[src/rtl/tcb_lite_lib_byteena2logsize.sv]
// TCB-Lite byte-enable subordinate to log-size manager bridge.
// A byte-enable request is split into naturally aligned power-of-two chunks,
// issued one at a time in ascending offset order. Read data and errors of
// all chunks are merged into a single response strobe.
// Optional build macro TCB_LITE_BYTEENA2LOGSIZE_ABORT_EN: a chunk that returns
// man_err stops the remaining chunks and responds immediately.
module tcb_lite_lib_byteena2logsize #(
    parameter  int ADR = 32,
    parameter  int DAT = 32,
    parameter  int DLY = 1,
    localparam int BEN = DAT/8,
    localparam int OFF = $clog2(BEN),
    localparam int SZW = $clog2(OFF+1)
)(
    input  logic           clk,
    input  logic           rst,
    // byte-enable subordinate port
    input  logic           sub_vld,
    output logic           sub_rdy,
    input  logic           sub_wen,
    input  logic [ADR-1:0] sub_adr,
    input  logic [BEN-1:0] sub_ben,
    input  logic [DAT-1:0] sub_wdt,
    output logic           sub_rsp_vld,
    output logic [DAT-1:0] sub_rdt,
    output logic           sub_err,
    // log-size manager port
    output logic           man_vld,
    input  logic           man_rdy,
    output logic           man_wen,
    output logic [ADR-1:0] man_adr,
    output logic [SZW-1:0] man_siz,
    output logic [DAT-1:0] man_wdt,
    input  logic [DAT-1:0] man_rdt,
    input  logic           man_err
);

    localparam int CNW = (DLY > 1) ? $clog2(DLY) : 1;

    typedef enum logic [1:0] {IDLE, ISSUE, WAIT, RESP} state_t;

    state_t             state;
    logic               wen_r;
    logic [ADR-1:OFF]   adr_r;
    logic [DAT-1:0]     wdt_r;
    logic [BEN-1:0]     rem;      // byte lanes still to be transferred
    logic [DAT-1:0]     acc;      // merged read data
    logic               err;
    logic [CNW-1:0]     cnt;

    int                 lo;       // offset of the current chunk
    int                 siz_i;    // log2 size of the current chunk
    logic [BEN-1:0]     msk;
    logic [BEN-1:0]     chk_ben;  // lanes covered by the current chunk
    logic [BEN-1:0]     rem_nxt;
    logic [DAT-1:0]     wdt_sh;
    logic [DAT-1:0]     rdt_sh;
    logic [DAT-1:0]     chk_wdt;
    logic [DAT-1:0]     acc_nxt;

    // sub-word address bits carry no meaning on a byte-enable port
    logic               unused_adr;
    assign unused_adr = ^sub_adr[OFF-1:0];

    // pick the largest aligned, fully enabled chunk starting at the lowest remaining lane
    always_comb begin
        lo      = 0;
        siz_i   = 0;
        msk     = '0;
        chk_ben = '0;
        for (int i = BEN-1; i >= 0; i--) begin
            if (rem[i]) lo = i;
        end
        for (int s = 0; s <= OFF; s++) begin
            for (int j = 0; j < BEN; j++) begin
                msk[j] = (j >= lo) && (j < lo + (1 << s));
            end
            if ((lo % (1 << s) == 0) && (lo + (1 << s) <= BEN) && ((rem & msk) == msk)) begin
                siz_i   = s;
                chk_ben = msk;
            end
        end
    end

    // route write data down to bit 0 and read data up into the chunk's lanes
    always_comb begin
        wdt_sh  = wdt_r >> (8*lo);
        rdt_sh  = man_rdt << (8*lo);
        chk_wdt = '0;
        acc_nxt = acc;
        for (int j = 0; j < BEN; j++) begin
            if (j < (1 << siz_i)) chk_wdt[8*j +: 8] = wdt_sh[8*j +: 8];
            if (chk_ben[j])       acc_nxt[8*j +: 8] = rdt_sh[8*j +: 8];
        end
        rem_nxt = rem & ~chk_ben;
    end

    // request/chunk/response sequencer; one sub transaction in flight
    always_ff @(posedge clk or negedge rst) begin
        if (!rst) begin
            state <= IDLE;
            wen_r <= 1'b0;
            adr_r <= '0;
            wdt_r <= '0;
            rem   <= '0;
            acc   <= '0;
            err   <= 1'b0;
            cnt   <= '0;
        end else begin
            case (state)
                IDLE: begin
                    if (sub_vld) begin
                        wen_r <= sub_wen;
                        adr_r <= sub_adr[ADR-1:OFF];
                        wdt_r <= sub_wdt;
                        rem   <= sub_ben;
                        acc   <= '0;
                        err   <= 1'b0;
                        state <= (sub_ben == '0) ? RESP : ISSUE;
                    end
                end
                ISSUE: begin
                    if (man_rdy) begin
                        cnt   <= CNW'(DLY-1);
                        state <= WAIT;
                    end
                end
                WAIT: begin
                    if (cnt == '0) begin
                        if (!wen_r) acc <= acc_nxt;
                        err   <= err | man_err;
                        rem   <= rem_nxt;
                        state <= (rem_nxt == '0) ? RESP : ISSUE;
`ifdef TCB_LITE_BYTEENA2LOGSIZE_ABORT_EN
                        if (man_err) begin
                            rem   <= '0;
                            state <= RESP;
                        end
`endif
                    end else begin
                        cnt <= cnt - 1'b1;
                    end
                end
                RESP: begin
                    state <= IDLE;
                end
                default: begin
                    state <= IDLE;
                end
            endcase
        end
    end

    assign sub_rdy     = (state == IDLE);
    assign sub_rsp_vld = (state == RESP);
    assign sub_rdt     = acc;
    assign sub_err     = err;

    assign man_vld     = (state == ISSUE);
    assign man_wen     = wen_r;
    assign man_adr     = {adr_r, lo[OFF-1:0]};
    assign man_siz     = siz_i[SZW-1:0];
    assign man_wdt     = chk_wdt;

endmodule
[config.mk]
export PLATFORM = sky130hd
export DESIGN_NAME = tcb_lite_lib_byteena2logsize
export DESIGN_NICKNAME = d
export VERILOG_FILES = /design/src/rtl/tcb_lite_lib_byteena2logsize.sv
export SDC_FILE = /design/constraint.sdc
export NUM_CORES = 1
export LEC_CHECK = 0
export CORE_ASPECT_RATIO = 1.25
export CORE_MARGIN = 3
export CORE_UTILIZATION = 44
export DETAILED_ROUTE_END_ITERATION = 12
export HOLD_SLACK_MARGIN = 0.12
export PLACE_DENSITY = 0.81
export SETUP_SLACK_MARGIN = 0.4
export SYNTH_ARGS = -nofsm -noshare
export SYNTH_HDL_FRONTEND = slang
export SYNTH_SLANG_ARGS = --single-unit
[constraint.sdc]
create_clock -name clk -period 3.7 [get_ports clk]
set_input_delay 0.555 -clock clk [delete_from_list [all_inputs] [get_ports clk]]
set_output_delay 0.555 -clock clk [all_outputs]
set_load 0.005 [all_outputs]
---- Yosys cells after proc, flatten, opt, wreduce, memory -nomap -nowiden ----
Index checks and enable logic that the tools add are counted.
word-level totals
  register bits after elaboration ......... 103
operators by class
  equal/unequal tests ..................... 14
  bitwise logic cells ..................... 8
  shifts and indexed selects .............. 3
  add/subtract/negate cells ............... 4
  reductions and logical operators ........ 33
  magnitude comparators ................... 23
  multiplexer cells ....................... 36
operators with widths
  cell                   count
  $lt 3x32->1 const A    8
  $mux 32                6
  $lt 1x32->1 const A    4
  $lt 2x32->1 const A    4
  $le 32x4->1 const B    3
  $ge 3x32->1 const A    2
  $logic_not 32->1       2
  $mux 8                 8
  $pmux 32 s2            1
  $add 32x2->32 const B  1
  $add 32x3->32 const B  1
  $add 32x4->32 const B  1
  $ge 1x32->1 const A    1
  $ge 2x32->1 const A    1
  $shl 1x32->32 const A  1
  $shl 32x32->32         1
  $shr 32x32->32         1
  $mux 4                 5
  $reduce_and 5->1       4
  $logic_and 1x1->1      17
  $and 4x4->4            4
  $mux 2                 7
  $ne 2x2->1 const B     7
  $eq 4x4->1             3
  17 further kinds       28

---- Depth between registers and ports, before layout ----
Gate-level depths: netlist of run 1.
  depth in word-level cells ............... 19
  depth in mapped cells ................... 13

---- Least setup slack after synthesis of run 1 ----
Ideal clock, no wire load.
  kind .................................... register to register
  start point ............................. reg rem[0]
  end point ............................... reg acc[24] (netlist: sub_rdt[24])
  data arrival time ....................... 3.164 ns
  setup slack ............................. 0.412 ns
  library setup time ...................... 0.125 ns
  stages on the path, launching flop included .. 13
  required time ........................... 3.575 ns
  path buffers ............................ 3
  cell sequence ........................... dfrtp_1 > buf_2 > or3_1 > inv_1 > buf_1 > clkbuf_1 > ha_1 > o211a_1 > nand2b_1 > o22ai_1 > mux2i_1 > o31ai_4 > mux2_2
on the way
  longest elaborated chain between the ends .. 12
  elaborated cells on any way between the ends .. 61
RTL lines
  element                                    line    RTL
  start, declared                            46      logic [BEN-1:0] rem;
  start signal, assigned                     116     rem <= sub_ben;
  start signal, assigned                     132     rem <= rem_nxt;
  $mux 32 *                                  72      if (rem[i]) lo = i;
  via man_adr[1]                             31      output logic [ADR-1:0] man_adr,
  $add 32x2->32                              76, 78
  $lt 1x32->1, or another cell as far along  76      msk[j] = (j >= lo) && (j < lo + (1 << s));
  $logic_and 1x1->1                          76
  $and 4x4->4                                78      if ((lo % (1 << s) == 0) && (lo + (1 << s) <= BEN) && ((rem & msk) == msk)) begin
  $eq 4x4->1                                 78
  $logic_and 1x1->1                          78
  $mux 4 (3 in series)                       78
  $ne 2x2->1 (no source line)                n/a
  $reduce_and 5->1 (no source line)          n/a
  end signal, assigned                       130     if (!wen_r) acc <= acc_nxt;
  end, declared                              47      logic [DAT-1:0] acc;
The timed path passes the listed nets; every way through them passes the cells marked *. The select of a mux whose other input is x is not followed.
A chain may end at the register's enable or synchronous reset.

---- Final worst setup path of run 1 ----
  start point ............................. reg rem[2]
  end point ............................... out man_wdt[11]
on the way
  longest elaborated chain between the ends .. 14
  elaborated cells on any way between the ends .. 46
RTL lines
  element                                    line    RTL
  $mux 2                                     72
  $mux 32 (2 in series)                      72
  $add 32x3->32                              76, 78
  $lt 1x32->1, or another cell as far along  76
  $logic_and 1x1->1                          76
  $and 4x4->4                                78
  $eq 4x4->1                                 78
  $logic_and 1x1->1                          78
  $mux 1                                     78
  $mux 32                                    78
  $shl 1x32->32                              92      if (j < (1 << siz_i)) chk_wdt[8*j +: 8] = wdt_sh[8*j +: 8];
  $lt 2x32->1                                92
  $mux 8 *                                   92
  end, declared                              33      output logic [DAT-1:0] man_wdt,
Every way passes the cells marked *; elsewhere a longest branch is shown, timed or not.

==> results of run 1 <==
## state kept, by name (all words and copies together), names as in the netlist
name and cells:
sub_rdt 32, wdt_r 32, adr_r 30, rem 4, state 2, man_wen 1
sub_err 1
## layout by cell type, fill, tap and decap left out, types with 3 or more instances in the layout
cell type / netlist / layout
a211oi_1: 17 / 17
a21oi_1: 20 / 19
and2_0: 6 / 6
and2_1: 13 / 12
and3_1: 8 / 8
buf_4: 0 / 31
buf_6: 0 / 3
clkbuf_16: 0 / 9
clkdlybuf4s50_1: 0 / 189
dfrtp_1: 102 / 100
dlygate4sd2_1: 0 / 16
inv_1: 9 / 7
mux2_2: 8 / 8
mux2i_1: 50 / 50
nand2_1: 253 / 251
nand2b_1: 9 / 7
nor2_1: 29 / 25
nor2b_1: 4 / 3
o21ai_0: 15 / 15
o22ai_1: 3 / 3
o2bb2ai_1: 9 / 9
## cells by family after synthesis
logic type,synth area share [%]
compound gates,10.5
fa+ha+maj,1.16
buf+inv,3.47
flops,47.5
mux,11.0
simple gates,26.4
## worst max-delay path, stage by stage, from the launching register on
cell and delay, ps:
dfrtp_1 430, nor2_2 70, or3_4 390, buf_4 170, inv_2 70, ha_4 160
o211ai_1 110, o21a_1 160, nand2b_4 170, buf_4 140, nor2_4 120, clkdlybuf4s50_1 510
## repair_timing
item                                    in CTS  in global routing
resized for setup                           45                  2
setup buffers                               18                  2
endpoints found under the setup margin      36                 34
pin swaps                                    5                  3
cloned                                       1                  0
## routing by layer
metal	vias to the layer above	global-route usage (%)
met5	-	0
met4	0	8.34
met3	48	6.73
met2	294	46.7
met1	2628	33.0
li1	2505	-
## power breakdown
group	switching, mW	leakage [nW]	internal [mW]
Clock	0.416	0.138	0.538
Combinational	2.11	2.38	1.99
Sequential	0.346	1.31	1.55
Total	2.87	3.83	4.08
## final timing paths
check,startpoint,to,slack [ps],cells after the start
worst max register to register,rem[2]$_DFFE_PN0P_,sub_rdt[6]$_DFFE_PN0P_,370,12
worst min-delay path,rst,sub_rdt[21]$_DFFE_PN0P_,290,1
max in group asynchronous,rst,adr_r[12]$_DFFE_PN0P_,2570,2
worst max-delay path,rem[2]$_DFFE_PN0P_,man_wdt[11],300,11
min in group clk,adr_r[24]$_DFFE_PN0P_,adr_r[24]$_DFFE_PN0P_,470,2
worst min register to register,adr_r[24]$_DFFE_PN0P_,adr_r[24]$_DFFE_PN0P_,470,2
## through the flow
stage / util (%) / setup slack (ps)
after global routing: 69.4 / 213
after CTS: 69.0 / 342
after floorplan: - / 412
after detailed placement: 64.7 / 44.2
after global placement: 64.7 / 195
final: 69.4 / 304
## synth_stat cells, drive strengths merged (3+ instances only)
cell type  instances  area (sq um)
a211oi            17           128
nor2              29           109
o2bb2ai            9          78.8
a21oi             21           109
dfrtp            102          2550
o31ai              3          36.3
and2              19           119
and3               8          50.1
clkbuf            26          97.6
o22ai              3          18.8
nand2b             9          56.3
o21ai             15          75.1
mux2i             50           500
mux2               8          90.1
inv               10          37.5
nor2b              4          25.0
nor3               4          42.5
ha                 5          62.6
nand2            253           950
buf               11          51.3
## cell type report
type | count | area (sq um)
tap | 161 | 201
inverter | 10 | 42.5
timing repair buffer | 241 | 2340
sequential | 102 | 2550
clock inverter | 3 | 46.3
clock buffer | 11 | 243
timing repair inverter | 1 | 7.51
multi-input combinational | 478 | 2740
fill | 917 | 3610
==> reports/summary.txt, run 1 <==
Run status - completed
Starting Density - 45.6%
Area of placed instances - 7620 sq um
Leakage power - 3.83 nW
Drt pass-1 iters - 5
Detail Route Antenna Nets - 0
Via count - 5475
Worst-margin pin slew - 1010 ps
Synth Register Bits - 102
CTS clock-pin slew for the worst setup and hold paths - 70 ps
Worst Path Required - 3140 ps
Avg Inst Size Synth - 8.57 sq um
Mapped Area - 5380 sq um
Overflow after GRT - 0
Fin crit share - 91.8%
Pwr dens - 850 nW/um^2
Root buffer cell - clkbuf_16
Max-cap violation count - 0
Ratio of cells with drive above 1 in the final layout - 10.2%
Total power - 6.95 mW
GPL Wtd Cong - 0.918
Count of final setup violators - 0
Crit. End Element - output port
Ys async rst share - 100%
Port bufs - 206
Crit path launch type - flop
Final Instance Count excl. Fillers - 1007
Drt first-iter violations - 280
Syn. warnings - 0
Final Cell Area - 8170 sq um
WP data arrival - 2840 ps
Gate Count Post-Synth - 627
Global-route usage over all layers - 26.8%
Ys flop type - dfrtp_1
Worst Path Class, Setup - reg -> out
Die area - 13600 sq um
TNS Setup - 0 ps
Post-DP HPWL - 12700 um
Worst min-delay path class - in -> async
Met2 Routed Length - 9200 um
WL final - 18500 um
CTS Sinks - 102
Area growth syn-to-layout - 52.0%
Highest Clock Rate - 294 MHz
Number of synthesized flops with an enable pin - 0
Max Slew Vio Count - 0
Initial antenna violation count - 0
Total CTS buffers - 9
Setup Skew - 5.73 ps
Vias in the first global route - 5578
Period minus WS final - 3400 ps
Highest routed metal layer - met4
Sequential element share of the synthesized area - 47.5%
H-tree depth - 3
Syn Nets - 738
Unrepaired setup endpoints after global routing - true
WL met3 - 1630 um
Crit-path max FO - 5
CTS Hold Bufs - 0
Peak VDD IR - 0.000495 V
Pin count of the biggest net entering global routing - 63
Core area - 11800 sq um
CTS tree - done
Global-route wire length before repair - 29100 um
Slew headroom - 32.9%
Die height - 130 um
Site Rows - 44
N_diodes - 0
Drt wl/cell - 18.4 um
Placed Instances - 972
Die X - 105 um
Hold_ws - 290 ps
Routed met1 length - 7150 um
Max clock buf depth - 2
Yosys cell types - 42
# IOs - 209
Via density - 5.44
Final Hold Fails - 0
Clk_lat worst skew - 340 ps
DRC violations left - 0
Final nets - 954
(Power assumes the default switching activity.)
==> run 2, diff against run 1 <==
--- a/config.mk
+++ b/config.mk
@@ -5,8 +5,9 @@
 export SDC_FILE = /design/constraint.sdc
 export NUM_CORES = 1
 export LEC_CHECK = 0
+export CAP_MARGIN = 20
 export CORE_ASPECT_RATIO = 1.25
-export CORE_MARGIN = 3
+export CORE_MARGIN = 1
 export CORE_UTILIZATION = 44
 export DETAILED_ROUTE_END_ITERATION = 12
 export HOLD_SLACK_MARGIN = 0.12
==> run 2 against run 1 <==
Net effect: global-route usage rose by 1.1 points; sequential share of layout area decreased by 0.70 points; die area shrank 6.8%; critical path depth fell by 1; cell count rose by 0.60%; maximum frequency rose by 3.0%; non-clock buffer count increased by 3; combinational power is 1% higher; register-to-register slack gained 60 ps; hold slack worse by 54 ps.
==> reports/summary.txt, run 2 (same netlist as run 1, synthesis figures left out) <==
Die height - 126 um
R2R Setup Slk - 430 ps
R2r startpoint - rem[3]$_DFFE_PN0P_
Crit. End Element - output port
Drt pass-1 iters - 7
Max clock buf depth - 2
Setup Skew - 6.51 ps
Register share of total power - 26.3%
Overflow after GRT - 0
Die X - 101 um
Site Rows - 44
Cells on worst reg2reg path - 14
H-tree depth - 3
CTS Hold Bufs - 0
GPL Wtd Cong - 0.930
Highest Clock Rate - 303 MHz
Worst r2r dst - sub_rdt[31]$_DFFE_PN0P_
Port bufs - 206
Initial antenna violation count - 0
Clk_lat worst skew - 340 ps
Combinational share of power - 57.9%
Worst-margin pin slew - 974 ps
CTS tree - done
Global-route wire length before repair - 27800 um
Core area - 11800 sq um
Leakage power - 4.06 nW
P_int - 4.34 mW
Unrepaired setup endpoints after global routing - true
Global-route usage over all layers - 28.0%
Worst min-delay path class - in -> async
Final core utilization - 70.9%
Vias in the first global route - 5411
Final Hold Fails - 0
P_sw - 2.85 mW
Area growth syn-to-layout - 55.4%
CTS clock-pin slew for the worst setup and hold paths - 70 ps
Crit path launch type - flop
Worst Path Required - 3140 ps
Pin count of the biggest net entering global routing - 57
Detail Route Antenna Nets - 0
Crit-path max FO - 10
Pwr dens - 861 nW/um^2
WP data arrival - 2740 ps
Clock power frac - 15.8%
Peak VDD IR - 0.000481 V
Final nets - 958
Commonest non-fill, non-tap cells in the layout - nand2_1, clkdlybuf4s50_1, dfrtp_1
Period minus WS final - 3300 ps
DRC violations left - 0
Via density - 5.34
Count of final setup violators - 0
WL final - 17500 um
Max Slew Vio Count - 0
Worst Path Class, Setup - reg -> out
Die area - 12700 sq um
Slew headroom - 35.0%
Starting Density - 45.6%
Total CTS buffers - 9
Ratio of cells with drive above 1 in the final layout - 10.9%
Fin crit share - 89.1%
Commonest non-fill, non-tap cell in the layout - nand2_1
Root buffer cell - clkbuf_16
Max-cap violation count - 0
Run status - completed
Drt first-iter violations - 338
N_diodes - 0
Post-DP HPWL - 12000 um
CTS Sinks - 102
TNS Setup - 0 ps
Via count - 5411
Drt wl/cell - 17.3 um
Net Sw Frac - 39.6%
# IOs - 209
## run 2: power by group through the flow
| stage | combinational, mW | sequential [mW] | clock [mW] |
|---|---|---|---|
| floorplan | 1.98 | 1.82 | 0 |
| global placement | 3.48 | 1.89 | 0 |
| detailed placement | 3.56 | 1.90 | 0 |
| CTS | 3.87 | 1.88 | 1.16 |
| global route | 4.49 | 1.94 | 1.20 |
| finish | 4.16 | 1.89 | 1.14 |
## run 2: cell type report
cell class | instances | area, sq um
timing repair inverter | 1 | 7.51
fill | 898 | 3430
timing repair buffer | 244 | 2420
clock inverter | 4 | 98.8
tap | 161 | 201
clock buffer | 12 | 267
inverter | 10 | 42.5
multi-input combinational | 479 | 2760
sequential | 102 | 2550
## run 2: stage by stage
stage	std cells	instance area [sq um]	total power, mW	setup WS, ps	hold WS [ps]
after floorplan	627	5380	3.80	412	259
after global placement	973	7630	5.36	256	459
after detailed placement	973	7630	5.46	196	467
after CTS	1003	8160	6.91	375	264
after global routing	1013	8350	7.64	310	308
final	1013	8350	7.19	401	236
## run 2: worst max-delay path, stage by stage, from the launching register on
cell             delay, ps
dfrtp_1                370
buf_6                  160
nand2b_1               110
a21oi_4                300
buf_8                  150
ha_4                   150
o211ai_1               140
o21a_2                 200
nand2b_4               210
nor2_1                 120
clkdlybuf4s50_1        500
## run 2: what timing repair did
action	in CTS	in global routing
resized for setup	24	30
buffers inserted	13	9
cloned	1	1
hold endpoints to repair	0	0
setup endpoints to repair	39	32
pin swaps	5	4
## run 2: worst max path at each step
stage | start | end | cells after the start | slack, ps
3_3_place_gp | rem[1]$_DFFE_PN0P_ | man_wdt[14] | 7 | 260
6_report | rem[3]$_DFFE_PN0P_ | man_wdt[15] | 10 | 400
5_1_grt | rem[3]$_DFFE_PN0P_ | man_wdt[13] | 10 | 310
3_5_place_dp | rem[2]$_DFFE_PN0P_ | man_wdt[14] | 8 | 200
2_1_floorplan | rem[0]$_DFFE_PN0P_ | sub_rdt[24]$_DFFE_PN0P_ | 12 | 410
4_1_cts | rem[3]$_DFFE_PN0P_ | man_wdt[14] | 9 | 380
## run 2: routing by layer
layer | up-vias | track usage [%] | wire [um]
li1 | 2507 | - | -
met1 | 2586 | 35.8 | 6940
met2 | 285 | 46.2 | 8610
met3 | 33 | 6.48 | 1590
met4 | 0 | 9.72 | 401
met5 | - | 0 | 0
==> run 3, diff against run 2 <==
--- a/config.mk
+++ b/config.mk
@@ -11,8 +11,9 @@
 export CORE_UTILIZATION = 44
 export DETAILED_ROUTE_END_ITERATION = 12
 export HOLD_SLACK_MARGIN = 0.12
-export PLACE_DENSITY = 0.81
+export PLACE_DENSITY_LB_ADDON = 0.2
 export SETUP_SLACK_MARGIN = 0.4
+export SKIP_CTS_REPAIR_TIMING = 1
 export SYNTH_ARGS = -nofsm -noshare
 export SYNTH_HDL_FRONTEND = slang
 export SYNTH_SLANG_ARGS = --single-unit
==> run 3 against run 2 <==
Net effect: design area fell by 1.9%; clock skew fell by 0.86 ps; critical path depth did not move; via count fell by 3.4%; non-clock buffer count fell by 9; critical path type unchanged.
==> reports/summary.txt, run 3 (same netlist as run 1, synthesis figures left out) <==
Run status - completed
R2r startpoint - rem[1]$_DFFE_PN0P_
Drt first-iter violations - 216
Worst Path Class, Setup - reg -> out
Final nets - 949
WP data arrival - 2810 ps
Slew headroom - 39.4%
Leakage power - 4.05 nW
Via count - 5229
Pin count of the biggest net entering global routing - 72
GPL Wtd Cong - 0.853
CTS clock-pin slew for the worst setup and hold paths - 70 ps
Clk_lat worst skew - 350 ps
Via density - 5.21
Die height - 126 um
Final Hold Fails - 0
Crit-path max FO - 5
P_int - 3.97 mW
Die X - 101 um
Global-route wire length before repair - 26300 um
Setup Skew - 5.66 ps
Peak VDD IR - 0.000402 V
Worst Path Required - 3140 ps
TNS Setup - 0 ps
Highest Clock Rate - 297 MHz
CTS tree - done
Ratio of cells with drive above 1 in the final layout - 9.85%
Crit path launch type - flop
Buf+Inv Stages, Crit Path - 3
Global-route usage over all layers - 26.6%
Fin crit share - 91.0%
Worst-margin pin slew - 909 ps
Final Instance Count excl. Fillers - 1004
Detail Route Antenna Nets - 0
CP most frequent cell - nand2b_4
# IOs - 209
N_diodes - 0
Area of placed instances - 7640 sq um
Combinational share of power - 58.6%
Period minus WS final - 3370 ps
Post-DP HPWL - 11900 um
Clock power frac - 13.5%
Crit. End Element - output port
Site Rows - 44
Worst min-delay path class - in -> async
P_sw - 2.79 mW
Total power - 6.76 mW
Unrepaired setup endpoints after global routing - true
WL final - 17100 um
Core area - 11800 sq um
Placed Instances - 973
Max Slew Vio Count - 0
Max clock buf depth - 2
DRC violations left - 0
CTS Sinks - 102
Commonest non-fill, non-tap cell in the layout - nand2_1
Worst r2r dst - sub_rdt[28]$_DFFE_PN0P_
H-tree depth - 3
Area growth syn-to-layout - 52.5%
Drt wl/cell - 17.0 um
Net Sw Frac - 41.2%
Die area - 12700 sq um
Root buffer cell - clkbuf_16
Total CTS buffers - 9
Final Cell Area - 8200 sq um
Commonest non-fill, non-tap cells in the layout - nand2_1, clkdlybuf4s50_1, dfrtp_1
Initial antenna violation count - 0
Drt pass-1 iters - 4
Max-cap violation count - 0
Count of final setup violators - 0
Port bufs - 206
Register share of total power - 27.9%
R2R Setup Slk - 450 ps
Cells on worst reg2reg path - 11
Starting Density - 45.6%
Overflow after GRT - 0
Vias in the first global route - 5215
Top delay family on crit path - buffers and inverters
Critical path's slowest cell - clkdlybuf4s50_1
CP Cell Sequence - buf_6, nand2b_4, a21oi_4, buf_4, ha_4, o211ai_1, o21a_2, nand2b_4, nor2_1, clkdlybuf4s50_1
Pwr dens - 825 nW/um^2
Max incr delay on CP - 520 ps
==> run 3: changes by cell type in the layout (fill, tap and decap cells not counted), moves of 2 or more <==
cell,change
buf_4,-6
bufinv_16,-3
clkbuf_8,-3
clkinv_4,+2
dlygate4sd2_1,-6
dlymetal6s2s_1,+6
inv_2,+2
mux2i_1,+2
mux2i_2,-2
==> run 3: through the flow <==
step                utilization [%]  worst slack [ps]  hold WS [ps]
floorplan                         -               412           259
global placement               64.9               335           458
detailed placement             64.9               284           461
CTS                            67.3              -132           363
global route                   69.6               233           403
finish                         69.6               333           313
==> run 3: worst max path at each step <==
stage                       start                       to  cells past startpoint
2_1_floorplan  rem[0]$_DFFE_PN0P_  sub_rdt[24]$_DFFE_PN0P_                     12
3_3_place_gp   rem[2]$_DFFE_PN0P_              man_wdt[14]                      9
3_5_place_dp   rem[2]$_DFFE_PN0P_              man_wdt[14]                      9
4_1_cts        rem[1]$_DFFE_PN0P_              man_wdt[14]                      9
5_1_grt        rem[2]$_DFFE_PN0P_              man_wdt[11]                     10
6_report       rem[2]$_DFFE_PN0P_              man_wdt[10]                     10
==> run 3: per-layer routing <==
layer | vias to the layer above | track usage, % | wire length [um]
li1 | 2493 | - | -
met1 | 2452 | 32.7 | 6840
met2 | 236 | 44.4 | 8420
met3 | 48 | 5.48 | 1160
met4 | 0 | 12.8 | 645
met5 | - | 0 | 0
==> run 3: layout make-up <==
type / count / area (sq um)
timing repair buffer: 235 / 2350
timing repair inverter: 1 / 6.26
inverter: 10 / 42.5
tap: 161 / 201
fill: 968 / 3590
clock inverter: 7 / 57.6
clock buffer: 9 / 225
sequential: 102 / 2550
multi-input combinational: 479 / 2760
==> run 3: power by group through the flow <==
stage	registers (mW)	clock network [mW]	logic (mW)
after floorplan	1.82	0	1.98
after global placement	1.88	0	3.50
after detailed placement	1.90	0	3.56
after CTS	1.89	0.937	3.59
after global routing	1.94	0.968	4.30
final	1.89	0.911	3.96
